===== src/rtl/spi_master_cfg_pkg.sv =====
// Shared definitions for the configurable SPI master: FSM state encoding and
// mode constants ({cpol, cpha}) used by the master, future slave and benches.
package spi_master_cfg_pkg;

    typedef enum logic [1:0] {
        StIdle  = 2'd0,
        StSetup = 2'd1,
        StXfer  = 2'd2,
        StHold  = 2'd3
    } spi_state_e;

    localparam logic [1:0] SpiMode0 = 2'b00;
    localparam logic [1:0] SpiMode1 = 2'b01;
    localparam logic [1:0] SpiMode2 = 2'b10;
    localparam logic [1:0] SpiMode3 = 2'b11;

endpackage


===== src/rtl/spi_master_cfg_clk_gen.sv =====
// SCLK timing generator: a divider ticks once every H clk cycles while enabled and
// classifies ticks into leading/trailing SCLK edge strobes when edges are allowed.
module spi_master_cfg_clk_gen #(
    parameter int unsigned DIV_W = 8
) (
    input  logic             clk,
    input  logic             rst_n,
    input  logic             load_i,
    input  logic [DIV_W-1:0] div_i,
    input  logic             en_i,
    input  logic             edge_en_i,
    output logic             tick_o,
    output logic             lead_stb_o,
    output logic             trail_stb_o
);

    logic [DIV_W-1:0] cnt_q;
    logic [DIV_W-1:0] reload_q;
    logic [DIV_W-1:0] reload_d;
    logic             phase_q;

    // clk_div=0 behaves like clk_div=1: reload value is H-1
    assign reload_d    = (div_i == '0) ? '0 : div_i - DIV_W'(1);
    assign tick_o      = en_i && (cnt_q == '0);
    assign lead_stb_o  = tick_o && edge_en_i && !phase_q;
    assign trail_stb_o = tick_o && edge_en_i && phase_q;

    // Divider counter and leading/trailing phase tracking
    always_ff @(posedge clk or negedge rst_n) begin
        if (!rst_n) begin
            cnt_q    <= '0;
            reload_q <= '0;
            phase_q  <= 1'b0;
        end else if (load_i) begin
            cnt_q    <= reload_d;
            reload_q <= reload_d;
            phase_q  <= 1'b0;
        end else if (en_i) begin
            cnt_q <= (cnt_q == '0) ? reload_q : cnt_q - DIV_W'(1);
            if (lead_stb_o || trail_stb_o) begin
                phase_q <= ~phase_q;
            end
        end
    end

endmodule


===== src/rtl/spi_master_cfg.sv =====
// Configurable SPI master: runtime mode, bit order and divider, one-hot selects,
// start/busy/done handshake. Holds the FSM, shift registers and select decode.
module spi_master_cfg
    import spi_master_cfg_pkg::*;
#(
    parameter int unsigned DATA_W = 8,
    parameter int unsigned NUM_SS = 1,
    parameter int unsigned DIV_W  = 8,
    localparam int unsigned SS_W  = (NUM_SS > 1) ? $clog2(NUM_SS) : 1
) (
    input  logic              clk,
    input  logic              rst_n,
    input  logic              start,
    input  logic [DATA_W-1:0] tx_data,
    input  logic [SS_W-1:0]   ss_idx,
    input  logic              cpol,
    input  logic              cpha,
    input  logic              lsb_first,
    input  logic [DIV_W-1:0]  clk_div,
    input  logic              miso,
    output logic              sclk,
    output logic              mosi,
    output logic [NUM_SS-1:0] ss_n,
    output logic              busy,
    output logic              done,
    output logic [DATA_W-1:0] rx_data
);

    localparam int unsigned EC_W = $clog2(2 * DATA_W) + 1;

    spi_state_e        state_q;
    logic              cpol_q, cpha_q, lsb_q;
    logic [DATA_W-1:0] tx_q, rx_sh_q, rx_q;
    logic [EC_W-1:0]   edge_cnt_q;
    logic              sclk_q, mosi_q, busy_q, done_q;
    logic [NUM_SS-1:0] ss_n_q;

    logic accept, edge_en, last_edge, tick, lead_stb, trail_stb;
    logic first_bit, next_bit;

    function automatic logic [DATA_W-1:0] shift_out(input logic [DATA_W-1:0] d,
                                                    input logic lsb);
        return lsb ? (d >> 1) : (d << 1);
    endfunction

    function automatic logic [DATA_W-1:0] shift_in(input logic [DATA_W-1:0] r,
                                                   input logic lsb, input logic b);
        return lsb ? {b, r[DATA_W-1:1]} : {r[DATA_W-2:0], b};
    endfunction

    assign accept    = start && (state_q == StIdle) && (32'(ss_idx) < NUM_SS);
    assign edge_en   = (state_q == StSetup) ||
                       ((state_q == StXfer) && (edge_cnt_q < EC_W'(2 * DATA_W)));
    assign last_edge = (edge_cnt_q == EC_W'(2 * DATA_W - 1));
    assign first_bit = lsb_first ? tx_data[0] : tx_data[DATA_W-1];
    assign next_bit  = lsb_q ? tx_q[0] : tx_q[DATA_W-1];

    spi_master_cfg_clk_gen #(
        .DIV_W (DIV_W)
    ) u_clk_gen (
        .clk         (clk),
        .rst_n       (rst_n),
        .load_i      (accept),
        .div_i       (clk_div),
        .en_i        (state_q != StIdle),
        .edge_en_i   (edge_en),
        .tick_o      (tick),
        .lead_stb_o  (lead_stb),
        .trail_stb_o (trail_stb)
    );

    // Frame FSM with registered SPI pins, handshake and shift registers
    always_ff @(posedge clk or negedge rst_n) begin
        if (!rst_n) begin
            state_q    <= StIdle;
            cpol_q     <= 1'b0;
            cpha_q     <= 1'b0;
            lsb_q      <= 1'b0;
            tx_q       <= '0;
            rx_sh_q    <= '0;
            rx_q       <= '0;
            edge_cnt_q <= '0;
            sclk_q     <= 1'b0;
            mosi_q     <= 1'b0;
            ss_n_q     <= '1;
            busy_q     <= 1'b0;
            done_q     <= 1'b0;
        end else begin
            done_q <= 1'b0;
            unique case (state_q)
                StIdle: begin
                    sclk_q <= cpol;
                    mosi_q <= 1'b0;
                    if (accept) begin
                        state_q    <= StSetup;
                        busy_q     <= 1'b1;
                        cpol_q     <= cpol;
                        cpha_q     <= cpha;
                        lsb_q      <= lsb_first;
                        ss_n_q     <= ~(NUM_SS'(1) << ss_idx);
                        edge_cnt_q <= '0;
                        rx_sh_q    <= '0;
                        // cpha=0 presents the first bit before the first edge
                        if (cpha) begin
                            tx_q <= tx_data;
                        end else begin
                            mosi_q <= first_bit;
                            tx_q   <= shift_out(tx_data, lsb_first);
                        end
                    end
                end
                StSetup, StXfer: begin
                    if (lead_stb || trail_stb) begin
                        sclk_q     <= ~sclk_q;
                        edge_cnt_q <= edge_cnt_q + EC_W'(1);
                        state_q    <= StXfer;
                    end
                    if (lead_stb) begin
                        if (!cpha_q) begin
                            rx_sh_q <= shift_in(rx_sh_q, lsb_q, miso);
                        end else begin
                            mosi_q <= next_bit;
                            tx_q   <= shift_out(tx_q, lsb_q);
                        end
                    end
                    if (trail_stb) begin
                        if (cpha_q) begin
                            rx_sh_q <= shift_in(rx_sh_q, lsb_q, miso);
                        end else if (!last_edge) begin
                            mosi_q <= next_bit;
                            tx_q   <= shift_out(tx_q, lsb_q);
                        end
                    end
                    // All edges issued: the next tick closes the final half period
                    if (tick && !edge_en) begin
                        state_q <= StHold;
                    end
                end
                StHold: begin
                    if (tick) begin
                        state_q <= StIdle;
                        ss_n_q  <= '1;
                        busy_q  <= 1'b0;
                        done_q  <= 1'b1;
                        rx_q    <= rx_sh_q;
                        sclk_q  <= cpol_q;
                    end
                end
            endcase
        end
    end

    assign sclk    = sclk_q;
    assign mosi    = mosi_q;
    assign ss_n    = ss_n_q;
    assign busy    = busy_q;
    assign done    = done_q;
    assign rx_data = rx_q;

endmodule


===== config.mk =====
export PLATFORM = sky130hd
export DESIGN_NAME = spi_master_cfg
export DESIGN_NICKNAME = d
export VERILOG_FILES = /design/src/rtl/spi_master_cfg_pkg.sv /design/src/rtl/spi_master_cfg_clk_gen.sv /design/src/rtl/spi_master_cfg.sv
export SDC_FILE = /design/constraint.sdc
export NUM_CORES = 1
export LEC_CHECK = 0
export ABC_AREA = 0
export CAP_MARGIN = 10
export CORE_MARGIN = 2
export CORE_UTILIZATION = 64
export CTS_CLUSTER_DIAMETER = 150
export CTS_CLUSTER_SIZE = 14
export DETAILED_ROUTE_END_ITERATION = 8
export DONT_BUFFER_PORTS = 1
export PLACE_DENSITY = 0.8
export SLEW_MARGIN = 20
export SYNTH_ARGS = -nofsm -noshare
export SYNTH_HDL_FRONTEND = slang
export SYNTH_SLANG_ARGS = --single-unit

===== constraint.sdc =====
create_clock -name clk -period 2.4 [get_ports clk]
set_input_delay 0.12 -clock clk [delete_from_list [all_inputs] [get_ports clk]]
set_output_delay 0.12 -clock clk [all_outputs]
set_load 0.01 [all_outputs]

==> impl_metrics.env, run 1 <==
export IMPL_io_pins=37
export IMPL_rsz0062_at_grt="yes"
export IMPL_area_delta_synth_final_pct=8.00
export IMPL_netlist_area_sq_um=3420
export IMPL_crit_path_frequent_cell="o211ai_1"
export IMPL_dp_cells=427
export IMPL_r2r_slack_ns=0.13
export IMPL_drtIter0Drc=223
export IMPL_worst_pin_slew_ns=0.606
export IMPL_synth_top_family_by_area="compound AO/OA/AOI/OAI gates"
export IMPL_cts_root_buffer="clkbuf_8"
export IMPL_synthAdderAreaFrac_pct=4.39
export IMPL_routed_wl_mm=7.71
export IMPL_drv_slew=0
export IMPL_grt_max_degree=57
export IMPL_cp_start_kind="flip-flop"
export IMPL_cts_sinks=56
export IMPL_path_delay_family="simple AND/OR/NAND/NOR gates"
export IMPL_layout_drive_gt1_share_pct=11.4
export IMPL_synth_top_cell_by_area="dfrtp_1"
export IMPL_cpMaxStageDelayCell="or4_1"
export IMPL_switchingPower_uw=387
export IMPL_async_reset_ff_share_pct=100
export IMPL_diodes=0
export IMPL_hold_path_end="cpol_q"
export IMPL_hp_class="input port to flip-flop"
export IMPL_synth_seq_area_share_pct=41.0
export IMPL_period_share_pct=94.6
export IMPL_synth_edf_count=0
export IMPL_synth_top_area_share_pct=40.2
export IMPL_p_leak_uw=0.00158
export IMPL_cts_made_buffers=5
export IMPL_antenna_found_initial=0
export IMPL_r2r_end="mosi"
export IMPL_clock_skew_ns=0.0165
export IMPL_r2r_start="u_clk_gen.cnt_q[0]"
export IMPL_ir_worst_vdd_mv=0.241
export IMPL_fmax_mhz=440
export IMPL_crit_type="flip-flop to flip-flop"
export IMPL_synth_compound_area_share_pct=20.8
export IMPL_synth_area_leaders="dfrtp_1 40%, mux2i_1 6.7%, nand2_1 5.3%"
export IMPL_yosysUniqueCellTypes=57
export IMPL_cts_setup_buffers=0
export IMPL_portBuffers=0
export IMPL_syn_area_per_cell_sq_um=9.28
export IMPL_grt_pass1_vias=2768
export IMPL_vias=2884
export IMPL_cp_startpoint="u_clk_gen.cnt_q[0]"
export IMPL_status="complete, no violations"
export IMPL_power_per_cell_area_nw_per_um2=426
export IMPL_sw_frac_of_total_pct=24.6
export IMPL_drc=0
export IMPL_slew_headroom_pct=58.6
export IMPL_num_nets_final=405
export IMPL_path_clk_slew_ns=0.11
export IMPL_grt_pass1_wl_mm=13.1
export IMPL_place_congestion=0.863
export IMPL_fin_cells=440
export IMPL_viasPerCell=6.55
export IMPL_max_clock_path_buffers=2
export IMPL_most_common_layout_cells="55 x dfrtp_1, 48 x nand2_1, 35 x o21ai_0"
export IMPL_row_count=26
export IMPL_start_util_pct=66.6
export IMPL_htreeDepth=2
export IMPL_min_period_ns=2.27
export IMPL_final_common_cell="dfrtp_1"
export IMPL_die_area_sq_um=5950
export IMPL_hold_viol=0
export IMPL_coreArea_sq_um=5140
export IMPL_whs_ns=0.00400
export IMPL_track_usage_pct=27.2
export IMPL_cap_violations=0
export IMPL_setup_tns_final_ns=0
export IMPL_ys_ff_latch=56
export IMPL_cp_end_kind="flip-flop"
export IMPL_power_internal_uw=1190
export IMPL_cts_tree="yes"
export IMPL_die_w_um=77.1
export IMPL_critPathMaxStageDelay_ns=0.52
export IMPL_synthXorXnorAreaFrac_pct=1.54
export IMPL_power_frac_seq_pct=59.9
export IMPL_avgRoutedWirePerCell_um=17.5
export IMPL_ant_nets=0
export IMPL_whs_path_depth=2
export IMPL_pwr_share_comb_pct=4.1
export IMPL_setup_violations=0
export IMPL_cp_max_fo=6
export IMPL_synth_cells=369
export IMPL_worstPathRequired_ns=2.65
export IMPL_hpwl_mm=5.36
export IMPL_crit_chain="inv_1, ha_1, nor4b_4, o211ai_1, buf_4, or4_1, o211ai_1"
export IMPL_yosys_warnings=0
export IMPL_syn_nets=405
export IMPL_fill_cells=414
export IMPL_yosys_most_used_dff="dfrtp_1"
export IMPL_crit_buf_inv=2
export IMPL_first_pass_iters=7
export IMPL_min_from="cpol"
export IMPL_overflow=0
export IMPL_synth_simple_area_share_pct=18.0
export IMPL_critPathArrivalTime_ns=2.52
export IMPL_worstRegToRegCells=7
export IMPL_die_h_um=77.1
export IMPL_clkLatencyLatePin_ns=0.33
export IMPL_p_clk_share_pct=35.9
export IMPL_muxShareOfSynthArea_pct=9.69
export IMPL_power_total_uw=1570
-- metal layers --
layer | GRT usage, % | part of all wire, % | vias up
met1 | 37.6 | 46 | 1412
met2 | 43.0 | 47 | 102
met4 | 7.32 | 1.2 | 0
li1 | - | - | 1357
met3 | 6.35 | 5.9 | 13
met5 | 0 | 0 | -
-- worst max-delay path by stage --
stage | slack, ns | endpoint | cells after the start
2_1_floorplan | 0.34 | tx_q[4] | 7
3_3_place_gp | 0.19 | u_clk_gen.cnt_q[1] | 6
3_5_place_dp | 0.05 | rx_sh_q[1] | 7
4_1_cts | 0.03 | rx_sh_q[1] | 7
5_1_grt | -0.01 | rx_sh_q[6] | 7
6_report | 0.13 | mosi | 7
-- cells in the mapped netlist (all sizes together), types with 2 or more instances --
cell type / n
dfrtp: 55
nand2: 48
o21ai: 36
mux2i: 23
clkbuf: 18
a21oi: 16
inv: 16
or3: 13
ha: 12
mux2: 9
o211ai: 9
o221ai: 9
nor2: 8
o311ai: 8
or4: 8
nor3: 7
a22oi: 6
buf: 6
nand3: 5
nor2b: 5
a31oi: 4
nand2b: 4
nor4b: 4
xnor2: 4
a211o: 3
and2: 3
or2: 3
a21o: 2
a221oi: 2
or3b: 2
xor2: 2
-- sequential cells by signal (all words and copies together) (netlist names), 2 cells and up --
name,count
state_q,2
rx_data,8
tx_q,8
u_clk_gen.reload_q,8
u_clk_gen.cnt_q,8
edge_cnt_q,5
rx_sh_q,8
-- power groups by stage --
stage	combinational [uW]	sequential (uW)	clock, uW
2_1_floorplan	35.6	962	0
3_3_place_gp	34.3	962	0
3_5_place_dp	36.2	962	0
4_1_cts	66.5	943	570
5_1_grt	73.8	943	610
6_report	65.3	943	565
-- final cells by class --
| cell class | instances | area (sq um) | share of cell area (%) |
|---|---|---|---|
| clock buffers | 5 | 68.8 | 1.86 |
| multi-input cells | 273 | 1890 | 51.2 |
| inverters | 16 | 60.1 | 1.62 |
| clock inverters | 3 | 27.5 | 0.745 |
| well taps | 70 | 87.6 | 2.37 |
| flip-flops and latches | 56 | 1400 | 37.9 |
| repair buffers | 17 | 158 | 4.26 |
-- cells by family (layout without fill, tap and decap cells) --
family                   Yosys count  count (layout)
AO/OA/AOI/OAI                    107             107
XOR/XNOR                           6               6
AND/OR/NAND/NOR                  116             116
flip-flops                        56              56
buffers and inverters             40              41
adder cells (fa/ha/maj)           12              12
multiplexers                      32              32
-- what timing repair did --
item,CTS,global route
gates resized for setup,0,6
hold buffers,5,0
endpoints found under the setup margin,0,18
endpoints found under the hold margin,59,0
-- stage by stage --
step / utilization (%) / cell area, sq um / setup slack [ns]
after CTS: 71.5 / 3670 / 0.0349
after detailed placement: 68.3 / 3510 / 0.0514
final: 71.9 / 3700 / 0.130
after global routing: 71.9 / 3700 / -0.0133
after global placement: 68.3 / 3510 / 0.191
after floorplan: - / 3420 / 0.336
Power figures use the tool's default switching activity.
==> run 2, diff against run 1 <==
--- a/config.mk
+++ b/config.mk
@@ -5,7 +5,7 @@
 export SDC_FILE = /design/constraint.sdc
 export NUM_CORES = 1
 export LEC_CHECK = 0
-export ABC_AREA = 0
+export ABC_AREA = 1
 export CAP_MARGIN = 10
 export CORE_MARGIN = 2
 export CORE_UTILIZATION = 64
==> run 2 against run 1 <==
Compared with the run above:
- worst setup slack better by 0.15 ns
- total power grew to 2.7 times the previous value
- synthesized cell count is 22% higher
- critical path type unchanged
- highest routed layer unchanged
==> impl_metrics.env, run 2 <==
export IMPL_ir_worst_vdd_mv=0.617
export IMPL_io_pins=37
export IMPL_wl_met3_um=498
export IMPL_p_leak_uw=0.00179
export IMPL_period_share_pct=88.5
export IMPL_syn_nets=487
export IMPL_synth_edf_count=0
export IMPL_min_period_ns=2.13
export IMPL_min_from="clk_div[3]"
export IMPL_clkLatencyLatePin_ns=0.32
export IMPL_layout_drive_gt1_share_pct=7.47
export IMPL_multi_input_area_sq_um=1660
export IMPL_worstRegToRegCells=10
export IMPL_place_congestion=0.866
export IMPL_design_area_sq_um=3600
export IMPL_grt_pass1_vias=2883
export IMPL_yosys_most_used_dff="dfrtp_1"
export IMPL_r2r_start="state_q[0]"
export IMPL_status="complete, no violations"
export IMPL_portBuffers=0
export IMPL_final_common_cell="nand2_1"
export IMPL_vias=2958
export IMPL_power_total_uw=4310
export IMPL_setup_tns_final_ns=0
export IMPL_cts_made_buffers=5
export IMPL_cts_tree="yes"
export IMPL_overflow=0
export IMPL_cap_violations=0
export IMPL_hp_class="input port to flip-flop"
export IMPL_netlist_area_sq_um=3390
export IMPL_avgRoutedWirePerCell_um=13.7
export IMPL_grt_pass1_wl_mm=12.7
export IMPL_hpwl_mm=5.12
export IMPL_fill_cells=458
export IMPL_wl_met2_mm=3.48
export IMPL_num_nets_final=490
export IMPL_die_area_sq_um=5900
export IMPL_max_clock_path_buffers=2
export IMPL_yosys_warnings=0
export IMPL_die_w_um=76.8
export IMPL_htreeDepth=2
export IMPL_r2r_slack_ns=0.27
export IMPL_yosysMostFrequentCell="nand2_1"
export IMPL_wl_met1_mm=3.09
export IMPL_place_area_sq_um=3430
export IMPL_ant_nets=0
export IMPL_worstPathRequired_ns=2.64
export IMPL_cp_max_fo=11
export IMPL_path_clk_slew_ns=0.11
export IMPL_rsz0062_at_grt="no"
export IMPL_cp_end_kind="flip-flop"
export IMPL_setup_violations=0
export IMPL_track_usage_pct=26.3
export IMPL_grt_max_degree=57
export IMPL_routed_wl_mm=7.18
export IMPL_cts_hold_buf=5
export IMPL_drtIter0Drc=182
export IMPL_fmax_mhz=471
export IMPL_synth_cells=451
export IMPL_area_delta_synth_final_pct=6.09
export IMPL_netlist_top_cells_count="79 x nand2_1, 64 x inv_1, 63 x nor2_1"
export IMPL_async_reset_ff_share_pct=100
export IMPL_cp_start_kind="flip-flop"
export IMPL_cts_root_buffer="clkbuf_8"
export IMPL_syn_area_per_cell_sq_um=7.52
export IMPL_critPathArrivalTime_ns=2.36
export IMPL_r2r_end="tx_q[4]"
export IMPL_worst_pin_slew_ns=0.901
export IMPL_cts_setup_buffers=0
export IMPL_cp_startpoint="state_q[0]"
export IMPL_drv_slew=0
export IMPL_yosysUniqueCellTypes=38
export IMPL_power_per_cell_area_nw_per_um2=1200
export IMPL_row_count=26
export IMPL_die_h_um=76.8
export IMPL_whs_path_depth=2
export IMPL_top_layer="met4"
export IMPL_synth_area_leaders="dfrtp_1 41%, nand2_1 8.7%, inv_1 7.1%"
export IMPL_most_common_layout_cells="79 x nand2_1, 64 x inv_1, 63 x nor2_1"
export IMPL_coreArea_sq_um=5110
export IMPL_cts_sinks=56
export IMPL_crit_type="flip-flop to flip-flop"
export IMPL_hold_viol=0
export IMPL_antenna_found_initial=0
export IMPL_diodes=0
export IMPL_first_pass_iters=5
export IMPL_drc=0
export IMPL_hold_path_end="u_clk_gen.reload_q[3]"
export IMPL_viasPerCell=5.63
export IMPL_start_util_pct=66.4
export IMPL_synth_top_cell_by_area="dfrtp_1"
export IMPL_cts_resized=0
export IMPL_synth_seq_area_share_pct=41.4
export IMPL_seq_area_sq_um=1400
export IMPL_slew_headroom_pct=39.9
export IMPL_clock_skew_ns=0.0109
export IMPL_synth_top_area_share_pct=40.6
export IMPL_ys_ff_latch=56
## run 2: worst max path at each step
stage                    end  slack [ns]
2_1_floorplan     rx_sh_q[1]        0.63
3_3_place_gp   edge_cnt_q[0]        0.39
3_5_place_dp         tx_q[4]        0.32
4_1_cts              tx_q[4]        0.29
5_1_grt              tx_q[3]        0.14
6_report             tx_q[4]        0.27
## run 2: per-stage QoR
step	setup WS [ns]	hold slack (ns)	utilization, %	instances
after floorplan	0.632	-0.176	-	451
after global placement	0.386	-0.174	67.2	512
after detailed placement	0.324	-0.174	67.2	512
after CTS	0.292	0.0180	70.4	525
after global routing	0.136	0.0351	70.4	525
final	0.275	0.0171	70.4	525
## run 2: metal layers
| layer | up-vias | track usage, % |
|---|---|---|
| met4 | 0 | 10.7 |
| met1 | 1380 | 33.3 |
| met3 | 14 | 5.06 |
| li1 | 1470 | - |
| met5 | - | 0 |
| met2 | 94 | 44.4 |
## run 2: report_power, final
group          switching [uW]  internal [uW]
clock                     336            215
sequential                381           1370
combinational            1230            772
total                    1950           2360
## run 2: final cells by class
cell class / count / share of cell area, %
clock inverters: 3 / 0.765
repair buffers: 9 / 2.71
multi-input cells: 315 / 46.2
well taps: 70 / 2.43
flip-flops and latches: 56 / 39.0
inverters: 67 / 6.99
clock buffers: 5 / 1.91
## run 2: critical path: stages, from the launching register on
cell     delay, ns
dfrtp_1       0.42
inv_1         0.11
ha_1          0.21
a21o_1        0.25
nand3_2       0.15
nor2_1        0.05
nand2_1       0.33
nand2_2       0.21
nand2_1       0.10
nand3_1       0.06
a21oi_1       0.16
## run 2: cell families (layout without fill, tap and decap cells)
kind of cell | Yosys count | after routing | share of synthesized area [%]
simple gates | 188 | 188 | 24.7
xor+xnor | 8 | 8 | 2.07
fa+ha+maj | 12 | 12 | 4.43
compound gates | 107 | 107 | 17.8
buf+inv | 80 | 84 | 9.63
flops | 56 | 56 | 41.4
